--- src/rtl/lane_runner_core.sv ---
// Lane-dodging game core: tick-paced car slide, falling obstacles, scoring and
// a one-clock registered pixel renderer.
module lane_runner_core #(
  parameter int NUM_LANES      = 3,
  parameter int NUM_OBS        = 4,
  parameter int LANE0_X        = 220,
  parameter int LANE_PITCH     = 140,
  parameter int TICK_BITS      = 22,
  parameter int SPAWN_GAP      = 40,
  parameter int SPEED_UP_EVERY = 5,
  parameter int MAX_STEP       = 8
) (
  input  logic        clk,
  input  logic        reset,
  input  logic        btn_l,
  input  logic        btn_r,
  input  logic        btn_c,
  input  logic        bright,
  input  logic [9:0]  hcount,
  input  logic [9:0]  vcount,
  output logic [11:0] rgb,
  output logic [15:0] score,
  output logic [15:0] high_score,
  output logic [1:0]  game_state
);

  typedef enum logic [1:0] {
    ST_START = 2'd0,
    ST_PLAY  = 2'd1,
    ST_OVER  = 2'd2,
    ST_PAUSE = 2'd3
  } state_t;

  localparam logic [2:0]           MID_LANE   = 3'(NUM_LANES / 2);
  localparam logic [2:0]           LAST_LANE  = 3'(NUM_LANES - 1);
  localparam logic [7:0]           PTS_WRAP   = 8'(SPEED_UP_EVERY - 1);
  localparam logic [15:0]          SPAWN_WRAP = 16'(SPAWN_GAP - 1);
  localparam logic [TICK_BITS-1:0] TICK_ONE   = {{(TICK_BITS-1){1'b0}}, 1'b1};

  function automatic logic [10:0] lane_center(input logic [2:0] lane);
    return 11'(LANE0_X + int'(lane) * LANE_PITCH);
  endfunction

  state_t               state_r, state_nxt;
  logic [TICK_BITS-1:0] tick_cnt_r;
  logic [7:0]           lfsr_r, level_r, level_nxt, pts_r, pts_nxt;
  logic [2:0]           btn_prev_r, btn_edge_r;
  logic [2:0]           lane_r, lane_nxt, spawn_lane_s;
  logic [10:0]          car_x_r, car_x_nxt, target_s, new_y_s;
  logic [NUM_OBS-1:0]   valid_r, valid_nxt, hit_r, hit_nxt, hit_s, obs_in_s;
  logic [2:0]           olane_r [NUM_OBS];
  logic [2:0]           olane_nxt [NUM_OBS];
  logic [9:0]           oy_r [NUM_OBS];
  logic [9:0]           oy_nxt [NUM_OBS];
  logic [15:0]          score_r, score_nxt, high_r, high_nxt, spawn_r, spawn_nxt;
  logic [11:0]          rgb_r, rgb_nxt;
  logic [8:0]           lvl_inc_s, step_s;
  logic                 tick_s, placed_s, player_px_s, div_px_s;

  assign tick_s       = (tick_cnt_r == {TICK_BITS{1'b0}});
  assign target_s     = lane_center(lane_r);
  assign lvl_inc_s    = {1'b0, level_r} + 9'd1;
  assign step_s       = (lvl_inc_s > 9'(MAX_STEP)) ? 9'(MAX_STEP) : lvl_inc_s;
  assign spawn_lane_s = 3'(lfsr_r % 8'(NUM_LANES));

  // Collision of each live obstacle box with the player box (strict overlap).
  always_comb begin
    hit_s = {NUM_OBS{1'b0}};
    for (int i = 0; i < NUM_OBS; i++) begin
      hit_s[i] = valid_r[i]
               && (lane_center(olane_r[i]) + 11'd40 > car_x_r)
               && (car_x_r + 11'd40 > lane_center(olane_r[i]))
               && (oy_r[i] > 10'd360) && (oy_r[i] < 10'd440);
    end
  end

  // Game FSM next state and tick-driven datapath updates.
  always_comb begin
    state_nxt = state_r;
    lane_nxt  = lane_r;
    car_x_nxt = car_x_r;
    valid_nxt = valid_r;
    hit_nxt   = hit_r;
    olane_nxt = olane_r;
    oy_nxt    = oy_r;
    score_nxt = score_r;
    high_nxt  = high_r;
    level_nxt = level_r;
    pts_nxt   = pts_r;
    spawn_nxt = spawn_r;
    placed_s  = 1'b0;
    new_y_s   = 11'd0;
    case (state_r)
      ST_START: begin
        lane_nxt  = MID_LANE;
        car_x_nxt = lane_center(MID_LANE);
        valid_nxt = {NUM_OBS{1'b0}};
        hit_nxt   = {NUM_OBS{1'b0}};
        score_nxt = 16'd0;
        level_nxt = 8'd0;
        pts_nxt   = 8'd0;
        spawn_nxt = 16'd0;
        if (btn_edge_r[2]) state_nxt = ST_PLAY;
        else               state_nxt = ST_START;
      end
      ST_PLAY: begin
        // Lane changes only once the car has settled on its target.
        if (car_x_r == target_s && btn_edge_r[0] && !btn_edge_r[1] && lane_r != 3'd0)
          lane_nxt = lane_r - 3'd1;
        else if (car_x_r == target_s && btn_edge_r[1] && !btn_edge_r[0] && lane_r < LAST_LANE)
          lane_nxt = lane_r + 3'd1;
        else
          lane_nxt = lane_r;
        if (tick_s) begin
          if (car_x_r < target_s)
            car_x_nxt = (target_s - car_x_r < 11'd5) ? target_s : car_x_r + 11'd5;
          else if (car_x_r > target_s)
            car_x_nxt = (car_x_r - target_s < 11'd5) ? target_s : car_x_r - 11'd5;
          else
            car_x_nxt = car_x_r;
          for (int i = 0; i < NUM_OBS; i++) begin
            new_y_s = 11'(oy_r[i]) + 11'(step_s);
            if (valid_r[i] && new_y_s >= 11'd480) begin
              valid_nxt[i] = 1'b0;
              if (score_nxt != 16'hFFFF) begin
                score_nxt = score_nxt + 16'd1;
                if (pts_nxt == PTS_WRAP) begin
                  pts_nxt   = 8'd0;
                  level_nxt = (level_nxt == 8'hFF) ? level_nxt : level_nxt + 8'd1;
                end else begin
                  pts_nxt = pts_nxt + 8'd1;
                end
              end else begin
                score_nxt = score_nxt;
              end
            end else if (valid_r[i]) begin
              oy_nxt[i] = new_y_s[9:0];
            end else begin
              valid_nxt[i] = 1'b0;
            end
          end
          if (spawn_r == SPAWN_WRAP) begin
            spawn_nxt = 16'd0;
            for (int i = 0; i < NUM_OBS; i++) begin
              if (!valid_nxt[i] && !placed_s) begin
                valid_nxt[i] = 1'b1;
                oy_nxt[i]    = 10'd0;
                olane_nxt[i] = spawn_lane_s;
                placed_s     = 1'b1;
              end else begin
                placed_s = placed_s;
              end
            end
          end else begin
            spawn_nxt = spawn_r + 16'd1;
          end
        end else begin
          car_x_nxt = car_x_r;
        end
        if (|hit_s) begin
          state_nxt = ST_OVER;
          hit_nxt   = hit_s;
          high_nxt  = (score_nxt > high_r) ? score_nxt : high_r;
        end else if (btn_edge_r[2]) begin
          state_nxt = ST_PAUSE;
        end else begin
          state_nxt = ST_PLAY;
        end
      end
      ST_PAUSE: begin
        if (btn_edge_r[2]) state_nxt = ST_PLAY;
        else               state_nxt = ST_PAUSE;
      end
      ST_OVER: begin
        if (btn_edge_r[2]) state_nxt = ST_START;
        else               state_nxt = ST_OVER;
      end
      default: state_nxt = ST_START;
    endcase
  end

  // Pixel classification and colour priority for the registered rgb output.
  always_comb begin
    player_px_s = ({1'b0, hcount} + 11'd20 >= car_x_r) && ({1'b0, hcount} < car_x_r + 11'd20)
                && (vcount >= 10'd400) && (vcount < 10'd440);
    obs_in_s = {NUM_OBS{1'b0}};
    for (int i = 0; i < NUM_OBS; i++) begin
      obs_in_s[i] = valid_r[i]
                  && ({1'b0, hcount} + 11'd20 >= lane_center(olane_r[i]))
                  && ({1'b0, hcount} < lane_center(olane_r[i]) + 11'd20)
                  && (vcount >= oy_r[i]) && ({1'b0, vcount} < {1'b0, oy_r[i]} + 11'd40);
    end
    div_px_s = 1'b0;
    for (int k = 0; k < NUM_LANES - 1; k++) begin
      div_px_s = div_px_s | ({1'b0, hcount} == 11'(LANE0_X + k * LANE_PITCH + LANE_PITCH / 2));
    end
    if (!bright)
      rgb_nxt = 12'h000;
    else if (player_px_s)
      rgb_nxt = (state_r == ST_OVER) ? 12'hF00 : 12'hFFF;
    else if (|obs_in_s)
      rgb_nxt = (state_r == ST_OVER && |(obs_in_s & hit_r)) ? 12'hF00 : 12'h0F0;
    else if (div_px_s)
      rgb_nxt = 12'h888;
    else
      rgb_nxt = 12'h000;
  end

  // All state registers; reset overrides any slide, spawn or collision.
  always_ff @(posedge clk) begin
    if (reset) begin
      state_r    <= ST_START;
      tick_cnt_r <= {TICK_BITS{1'b0}};
      lfsr_r     <= 8'hAC;
      btn_prev_r <= 3'd0;
      btn_edge_r <= 3'd0;
      lane_r     <= MID_LANE;
      car_x_r    <= lane_center(MID_LANE);
      valid_r    <= {NUM_OBS{1'b0}};
      hit_r      <= {NUM_OBS{1'b0}};
      score_r    <= 16'd0;
      high_r     <= 16'd0;
      level_r    <= 8'd0;
      pts_r      <= 8'd0;
      spawn_r    <= 16'd0;
      rgb_r      <= 12'h000;
      for (int i = 0; i < NUM_OBS; i++) begin
        olane_r[i] <= 3'd0;
        oy_r[i]    <= 10'd0;
      end
    end else begin
      state_r    <= state_nxt;
      tick_cnt_r <= tick_cnt_r + TICK_ONE;
      lfsr_r     <= {lfsr_r[6:0], lfsr_r[7] ^ lfsr_r[5] ^ lfsr_r[4] ^ lfsr_r[3]};
      btn_prev_r <= {btn_c, btn_r, btn_l};
      btn_edge_r <= {btn_c, btn_r, btn_l} & ~btn_prev_r;
      lane_r     <= lane_nxt;
      car_x_r    <= car_x_nxt;
      valid_r    <= valid_nxt;
      hit_r      <= hit_nxt;
      score_r    <= score_nxt;
      high_r     <= high_nxt;
      level_r    <= level_nxt;
      pts_r      <= pts_nxt;
      spawn_r    <= spawn_nxt;
      rgb_r      <= rgb_nxt;
      for (int i = 0; i < NUM_OBS; i++) begin
        olane_r[i] <= olane_nxt[i];
        oy_r[i]    <= oy_nxt[i];
      end
    end
  end

  assign rgb        = rgb_r;
  assign score      = score_r;
  assign high_score = high_r;
  assign game_state = state_r;

endmodule

--- config.mk ---
export PLATFORM = sky130hd
export DESIGN_NAME = lane_runner_core
export DESIGN_NICKNAME = d
export VERILOG_FILES = /design/src/rtl/lane_runner_core.sv
export SDC_FILE = /design/constraint.sdc
export NUM_CORES = 1
export LEC_CHECK = 0
export ABC_AREA = 0
export CORE_ASPECT_RATIO = 0.7
export CORE_MARGIN = 2
export CORE_UTILIZATION = 65
export CTS_CLUSTER_SIZE = 40
export DETAILED_ROUTE_END_ITERATION = 6
export MAX_ROUTING_LAYER = met4
export PLACE_DENSITY = 0.82
export SLEW_MARGIN = 0
export SYNTH_ARGS = -nofsm -noshare
export SYNTH_HDL_FRONTEND = slang
export SYNTH_SLANG_ARGS = --single-unit
--- constraint.sdc ---
create_clock -name clk -period 15.8 [get_ports clk]
set_clock_uncertainty 0.1 [all_clocks]
set_input_delay 3.16 -clock clk [delete_from_list [all_inputs] [get_ports clk]]
set_output_delay 3.16 -clock clk [all_outputs]
set_load 0.05 [all_outputs]
==> summary.txt, run 1 <==
Run status
  • Outcome: complete, no violations

Finish
  • Non-Filler Instances: about 3700
  • Post-layout nets: 3600
  • Final core utilization: between 70% and 80%
  • Share of cells above drive strength 1: ~4.2%
  • Area Growth Syn to Fin: 7.01%

Global routing
  • Pin count of the biggest net entering global routing: 96
  • Initial antenna violation count: 3
  • Met3 usage: a little under an eighth
  • Vias in the first global route: ~23000
  • GRT Max-Usage Layer: met2
  • Grt ovf: 0
  • Met2 Usage GRT: between 50% and 60%
  • GR Layer Usage met1: 56.7%
  • First-pass GRT wire length: approximately 120 mm
  • GRT Overall Usage: between 40% and 50%

STA
  • Final Cycle Share: 91.8%
  • Setup TNS: 0 ns
  • Max Freq: between 0.06 and 0.07 GHz
  • Min cycle time layout: approximately 15 ns
  • Slew at the pin closest to its max-slew limit: 1.24 ns
  • Setup violations, final: 0
  • Worst hold slack: slightly below 0.3 ns
  • Rel. slew slack: 16.2%
  • RSZ-0062 raised after global routing: false
  • Final Hold Viols: 0
  • Final Max Slew Viols: 0

Worst setup path
  • FF-to-FF setup slack: approximately 1.3 ns
  • Worst path arrival time: between 10 and 15 ns
  • Reg2reg start: level_r[0]
  • Crit-path slowest cell: or4_1
  • Crit path from: level_r[0]
  • Slowest stage delay, CP: 0.66 ns
  • Crit path kind: reg -> reg
  • CP required: between 15 and 20 ns
  • CP startpoint kind: register
  • Worst Setup End Kind: register
  • R2R depth: 54
  • Most frequent CP cell: ha_1
  • Worst-path maximum fanout: 32
  • Reg-to-reg endpoint: high_score[3]

Run
  • Max cap viols: 0

Routing
  • Drt pass-1 iters: 6
  • Via Count: ~25000
  • DRC viols: 0
  • Via density: between 6 and 7
  • Routed WL: a little under 80 mm
  • DRT iter0 DRCs: 2987
  • Antenna-violating nets left: 0
  • WL per Instance: 21.4 µm

Synth
  • EDFF count, synth: 0
  • Largest family of logic cells by synthesized area: simple AND/OR/NAND/NOR gates
  • Adder-Cell Fraction of Synth Area: between 10% and 20%
  • Share of the synthesized area in the top cell type: approximately 20%
  • Syn Area/Cell: between 7 and 8 µm²
  • Xor and xnor area share after synthesis: under 10%
  • Register area share after synthesis: around 15%
  • Cell variety after synth: slightly above 100
  • Compound-Gate Fraction of Synth Area: approximately 23%
  • Post-Syn Area: approximately 24000 µm²
  • Prevailing post-synth register cell: dfxtp_1
  • Synth Area in Simple Gates: 23.6%
  • Post-synthesis mux area share: slightly above 3%
  • Ys async rst share: 0%
  • YS warnings: 0
  • Post-synth top area cell: ha_1
  • Ranking of synthesized cells by area: ha_1 20%, dfxtp_1 15%, xnor2_1 7.0%
  • Post-Syn Instances: about 3200
  • #FFs+latches synth: 182

Power
  • Peak VDD IR: approximately 0.000087 V
  • P_leak: ~10 nW
  • P per Cell Area: around 46 nW/µm²
  • Overall power: between 1 and 1.5 mW

Die
  • Total core area: 36100 µm²
  • Initial Util: around two thirds
  • Die height: 164 µm
  • Total die area: 38400 µm²
  • Horiz. Die Dim: about 230 µm
  • Num ports: 72
  • FP Rows: slightly below 60

Place
  • RD Place Congestion: ~1
  • Buffers on Ports: roughly 70
  • Post-DP HPWL: ~61 mm
  • Placed cells: approximately 3700

Clocking
  • CTS Buf Count: 17
  • Cts hold-fix bufs: 0
  • Worst skew pair latency: about 0.48 ns
  • TritonCTS clock tree: done
  • H-tree depth: 4
  • Post_cts resized: 0
  • Clock Tree Buf Depth: 2
  • Clk pin slew, worst setup/hold paths: approximately 0.090 ns
  • Postcts setup bufs: 0
  • Root buffer cell: clkbuf_16
  • Clock sinks: approximately 180

Worst hold path
  • HP Start: btn_prev_r[1]
  • Worst hold-check path type: reg -> reg
  • Hold Path End: btn_edge_r[1]
  • Hold path depth: 1
==> state kept, by name, summed over array words and instances, names as in the netlist, 8 cells and up <==
| signal | count |
|---|---|
| oy_r | 40 |
| tick_cnt_r | 22 |
| high_score | 16 |
| score | 16 |
| spawn_r | 16 |
| olane_r | 12 |
| car_x_r | 11 |
| level_r | 8 |
| lfsr_r | 8 |
| pts_r | 8 |
==> cells by family (layout without fill, tap and decap cells) <==
group                    Yosys count  in the layout
AND/OR/NAND/NOR                 1111           1111
AO/OA/AOI/OAI                    853            853
adder cells (fa/ha/maj)          376            376
buffers and inverters            324            330
XOR/XNOR                         271            271
flip-flops                       182            182
multiplexers                      69             69
other                              1             22
==> Yosys cell counts (12+ instances only) <==
library cell and number:
o22ai_1 18, and3_1 41, o21ai_0 216, and2_1 15, nor3_1 78, a21oi_1 231
nor2b_1 81, a31oi_1 36, inv_1 204, nand2b_1 88, o211ai_1 20, buf_2 16
o21ai_1 21, ha_1 373, a211oi_1 27, a22o_1 12, nor2_1 289, mux2_2 21
o21a_1 32, clkbuf_1 89, a21o_1 38, a22oi_1 43, nor3b_1 12, or3_1 16
xnor2_1 191, dfxtp_1 182, or2_2 20, and4_1 14, a311oi_1 14, nand3_1 86
o31ai_1 14, nand2_1 230, nor4_1 32, xor2_1 79, a21boi_0 12, o2111ai_1 20
mux2i_1 46, nand4_1 48
==> placed cells by master, fill, tap and decap left out, types with 15 or more instances in the layout <==
master | netlist | final
nand3_1 | 86 | 86
o2111ai_1 | 20 | 20
a21o_1 | 38 | 38
o211ai_1 | 20 | 20
or2_2 | 20 | 20
a21oi_1 | 231 | 231
o22ai_1 | 18 | 18
xnor2_1 | 191 | 191
o21ai_1 | 21 | 20
a211oi_1 | 27 | 27
a31oi_1 | 36 | 36
nor2b_1 | 81 | 81
inv_1 | 204 | 204
dfxtp_1 | 182 | 182
or3_1 | 16 | 16
mux2_2 | 21 | 21
mux2i_1 | 46 | 46
nor4_1 | 32 | 31
nand4_1 | 48 | 48
nor2_1 | 289 | 288
nand2_1 | 230 | 230
nand2b_1 | 88 | 88
and2_1 | 15 | 15
conb_1 | 1 | 20
clkdlybuf4s50_1 | 0 | 70
xor2_1 | 79 | 79
buf_4 | 9 | 24
ha_1 | 373 | 373
o21ai_0 | 216 | 216
nor3_1 | 78 | 77
and3_1 | 41 | 40
a22oi_1 | 43 | 43
clkbuf_16 | 0 | 17
o21a_1 | 32 | 32
==> metal layers <==
| metal | vias up | wire length [µm] |
|---|---|---|
| met5 | - | 0 |
| met3 | 210 | 10600 |
| met1 | 11700 | 34500 |
| met4 | 0 | 2050 |
| li1 | 11500 | - |
| met2 | 1594 | 32000 |
==> stage by stage <==
stage | setup slack [ns] | area (µm²)
2_1_floorplan | 3.27 | 24000
3_3_place_gp | 1.75 | 24900
3_5_place_dp | 1.16 | 24900
4_1_cts | 1.07 | 25600
5_1_grt | 0.0958 | 25600
6_report | 1.29 | 25600
==> power by group <==
group	leakage [nW]	total, mW	internal [mW]	switching (mW)
Clock	0.303	0.462	0.217	0.245
Combinational	8.43	0.257	0.0886	0.168
Sequential	1.47	0.470	0.462	0.00733
Total	10.2	1.19	0.768	0.420
==> area by class of cell <==
class                   instances  area, µm²
multi-input cells            2700      19100
fillers                      2883      10500
flip-flops and latches        182       3640
repair buffers                 94        881
inverters                     204        766
well taps                     480        601
clock buffers                  17        425
clock inverters                15        208
diodes                          2       5.00
==> worst max-delay path by stage <==
stage          slack (ns)             end
3_5_place_dp         1.16  high_score[13]
6_report             1.29   high_score[3]
3_3_place_gp         1.75  high_score[13]
4_1_cts              1.07  high_score[13]
2_1_floorplan        3.27   high_score[3]
5_1_grt               0.1   high_score[3]
==> critical path, delay by kind of cell, from the launching register on <==
kind                       cells  cell delay, ns
muxes                          1            0.35
and+or+nand+nor               21            4.60
buffers and inverters          2            0.48
DFF                            1            0.42
adders and majority gates      6            2.21
xor gates and xnor gates       4            1.15
AOI/OAI and AO/OA             20            5.06
Note: power is estimated with default switching activity, not from simulation.
==> run 2, diff against run 1 <==
CORE_ASPECT_RATIO = 1.1   (was 0.7)
PLACE_DENSITY = 0.85   (was 0.82)
==> run 2 against run 1 <==
Compared with the run above:
- clock power decreased by 2%
- utilization down 0.36 points
- die area is essentially flat
- via count decreased by 3.9%
- hold slack lost 0.011 ns
- combinational power fell by 2%
- total power decreased by 1.3%
==> summary.txt, run 2 (same netlist as run 1, synthesis figures left out) <==
STA
  • Min cycle time layout: approximately 14 ns
  • Setup TNS: 0 ns
  • Rel. slew slack: about 3.2%
  • Final worst slack: ~1.4 ns
  • Final Hold Viols: 0
  • Slew at the pin closest to its max-slew limit: 1.41 ns
  • Final Cycle Share: about 91%
  • Worst hold slack: between 0.2 and 0.3 ns
  • Setup violations, final: 0
  • Final Max Slew Viols: 0
  • Max Freq: slightly below 0.07 GHz
  • RSZ-0062 raised after global routing: false

Finish
  • Diode count: 0
  • Commonest non-fill, non-tap cell in the layout: ha_1
  • Commonest non-fill, non-tap cells in the layout: 373 x ha_1, 288 x nor2_1, 231 x a21oi_1
  • Post-layout nets: roughly 3600
  • Biggest register: oy_r
  • Layout fillers: just over 3000
  • Area occupied by registers: about 3600 µm²
  • Area Growth Syn to Fin: 6.77%
  • Final Cell Area: around 26000 µm²
  • Max FFs per register: 40
  • Multi-input logic area: between 15000 and 20000 µm²
  • Share of cells above drive strength 1: under 10%
  • Largest regs: oy_r: 40 flops, tick_cnt_r: 22 flops

Die
  • Horiz. Die Dim: ~190 µm
  • Num ports: 72
  • Die height: between 200 and 250 µm
  • FP Rows: 73
  • Total core area: 36200 µm²
  • Total die area: around 38000 µm²
  • Initial Util: 66.1%

Clocking
  • Clock sinks: 182
  • Clk pin slew, worst setup/hold paths: approximately 0.080 ns
  • CTS Buf Count: 17
  • Cts hold-fix bufs: 0
  • Clock Tree Buf Depth: 2
  • Postcts setup bufs: 0
  • TritonCTS clock tree: done
  • Root buffer cell: clkbuf_16
  • Worst skew pair latency: 0.49 ns
  • Post_cts resized: 0
  • H-tree depth: 4

Worst setup path
  • CP required: roughly 16 ns
  • CP startpoint kind: register
  • Crit path kind: reg -> reg
  • Worst Setup End Kind: register
  • Slowest stage delay, CP: 0.91 ns
  • Worst path arrival time: around 15 ns
  • Crit-path slowest cell: and3_1
  • Worst-path maximum fanout: 32
  • Most frequent CP cell: ha_1

Global routing
  • GRT Overall Usage: 39.0%
  • Vias in the first global route: about 23000
  • Grt ovf: 0
  • Pin count of the biggest net entering global routing: 67
  • First-pass GRT wire length: 118 mm
  • Initial antenna violation count: 0

Place
  • RD Place Congestion: 1.05
  • Setup WS pre-CTS: about 1.6 ns
  • Post-DP HPWL: approximately 58 mm
  • Placed inst area: 24900 µm²
  • Buffers on Ports: just over 70

Run
  • Max cap viols: 0

Routing
  • DRC viols: 0
  • WL per Instance: between 15 and 20 µm
  • Drt pass-1 iters: 6
  • DRT iter0 DRCs: 1956
  • Via Count: ~24000
  • Antenna-violating nets left: 0
  • Routed WL: approximately 74 mm
  • Via density: between 6 and 7

Run status
  • Outcome: complete, no violations

Power
  • P per Cell Area: roughly 46 nW/µm²
  • Peak VDD IR: around 0.000082 V
  • P_leak: 10.2 nW

Worst hold path
  • Worst hold-check path type: reg -> reg
==> run 2: routing by layer <==
metal	wire length [µm]	part of all wire (%)	GRT usage, %	vias to the layer above
met4	4200	5.7	22.2	0
met1	29900	41	44.6	11300
met5	0	0	-	-
met2	34900	47	66.3	1000
li1	-	-	-	11500
met3	4690	6.4	4.76	264
==> run 2: final cells by class <==
| type | instances | share of cell area, % |
|---|---|---|
| flip-flops and latches | 182 | 14.3 |
| repair buffers | 88 | 3.27 |
| inverters | 204 | 3.00 |
| multi-input cells | 2700 | 74.6 |
| clock buffers | 17 | 1.67 |
| clock inverters | 15 | 0.799 |
| well taps | 487 | 2.39 |
==> run 2: worst max-delay path: cells and delay by family, from the launching register on <==
family,cells,cell delay [ns]
compound gates,22,5.14
simple gates,14,4.22
fa+ha+maj,6,2.22
xor+xnor,5,1.35
buf+inv,2,0.48
flops,1,0.43
mux,1,0.36
==> run 2: per-stage QoR <==
| step | power (mW) | util, % | std cells |
|---|---|---|---|
| floorplan | 0.644 | - | 3206 |
| global placement | 0.712 | 68.8 | 3661 |
| detailed placement | 0.721 | 68.8 | 3661 |
| CTS | 1.17 | 70.6 | 3693 |
| global route | 1.22 | 70.6 | 3693 |
| finish | 1.17 | 70.6 | 3693 |
==> run 2: worst paths after layout <==
kind,start,endpoint,slack [ns],cells after the start
setup / recovery,level_r[0],high_score[13],1.40,50
hold / removal,btn_prev_r[1],btn_edge_r[1],0.29,1
setup reg to reg,level_r[0],high_score[13],1.40,50
hold reg to reg,btn_prev_r[1],btn_edge_r[1],0.29,1
==> run 2: power breakdown <==
part	total, mW	switching, mW	leakage (nW)	internal, mW
clock network	0.452	0.235	0.295	0.217
registers	0.469	0.00687	1.47	0.462
logic	0.252	0.164	8.40	0.0873
total	1.17	0.407	10.2	0.767
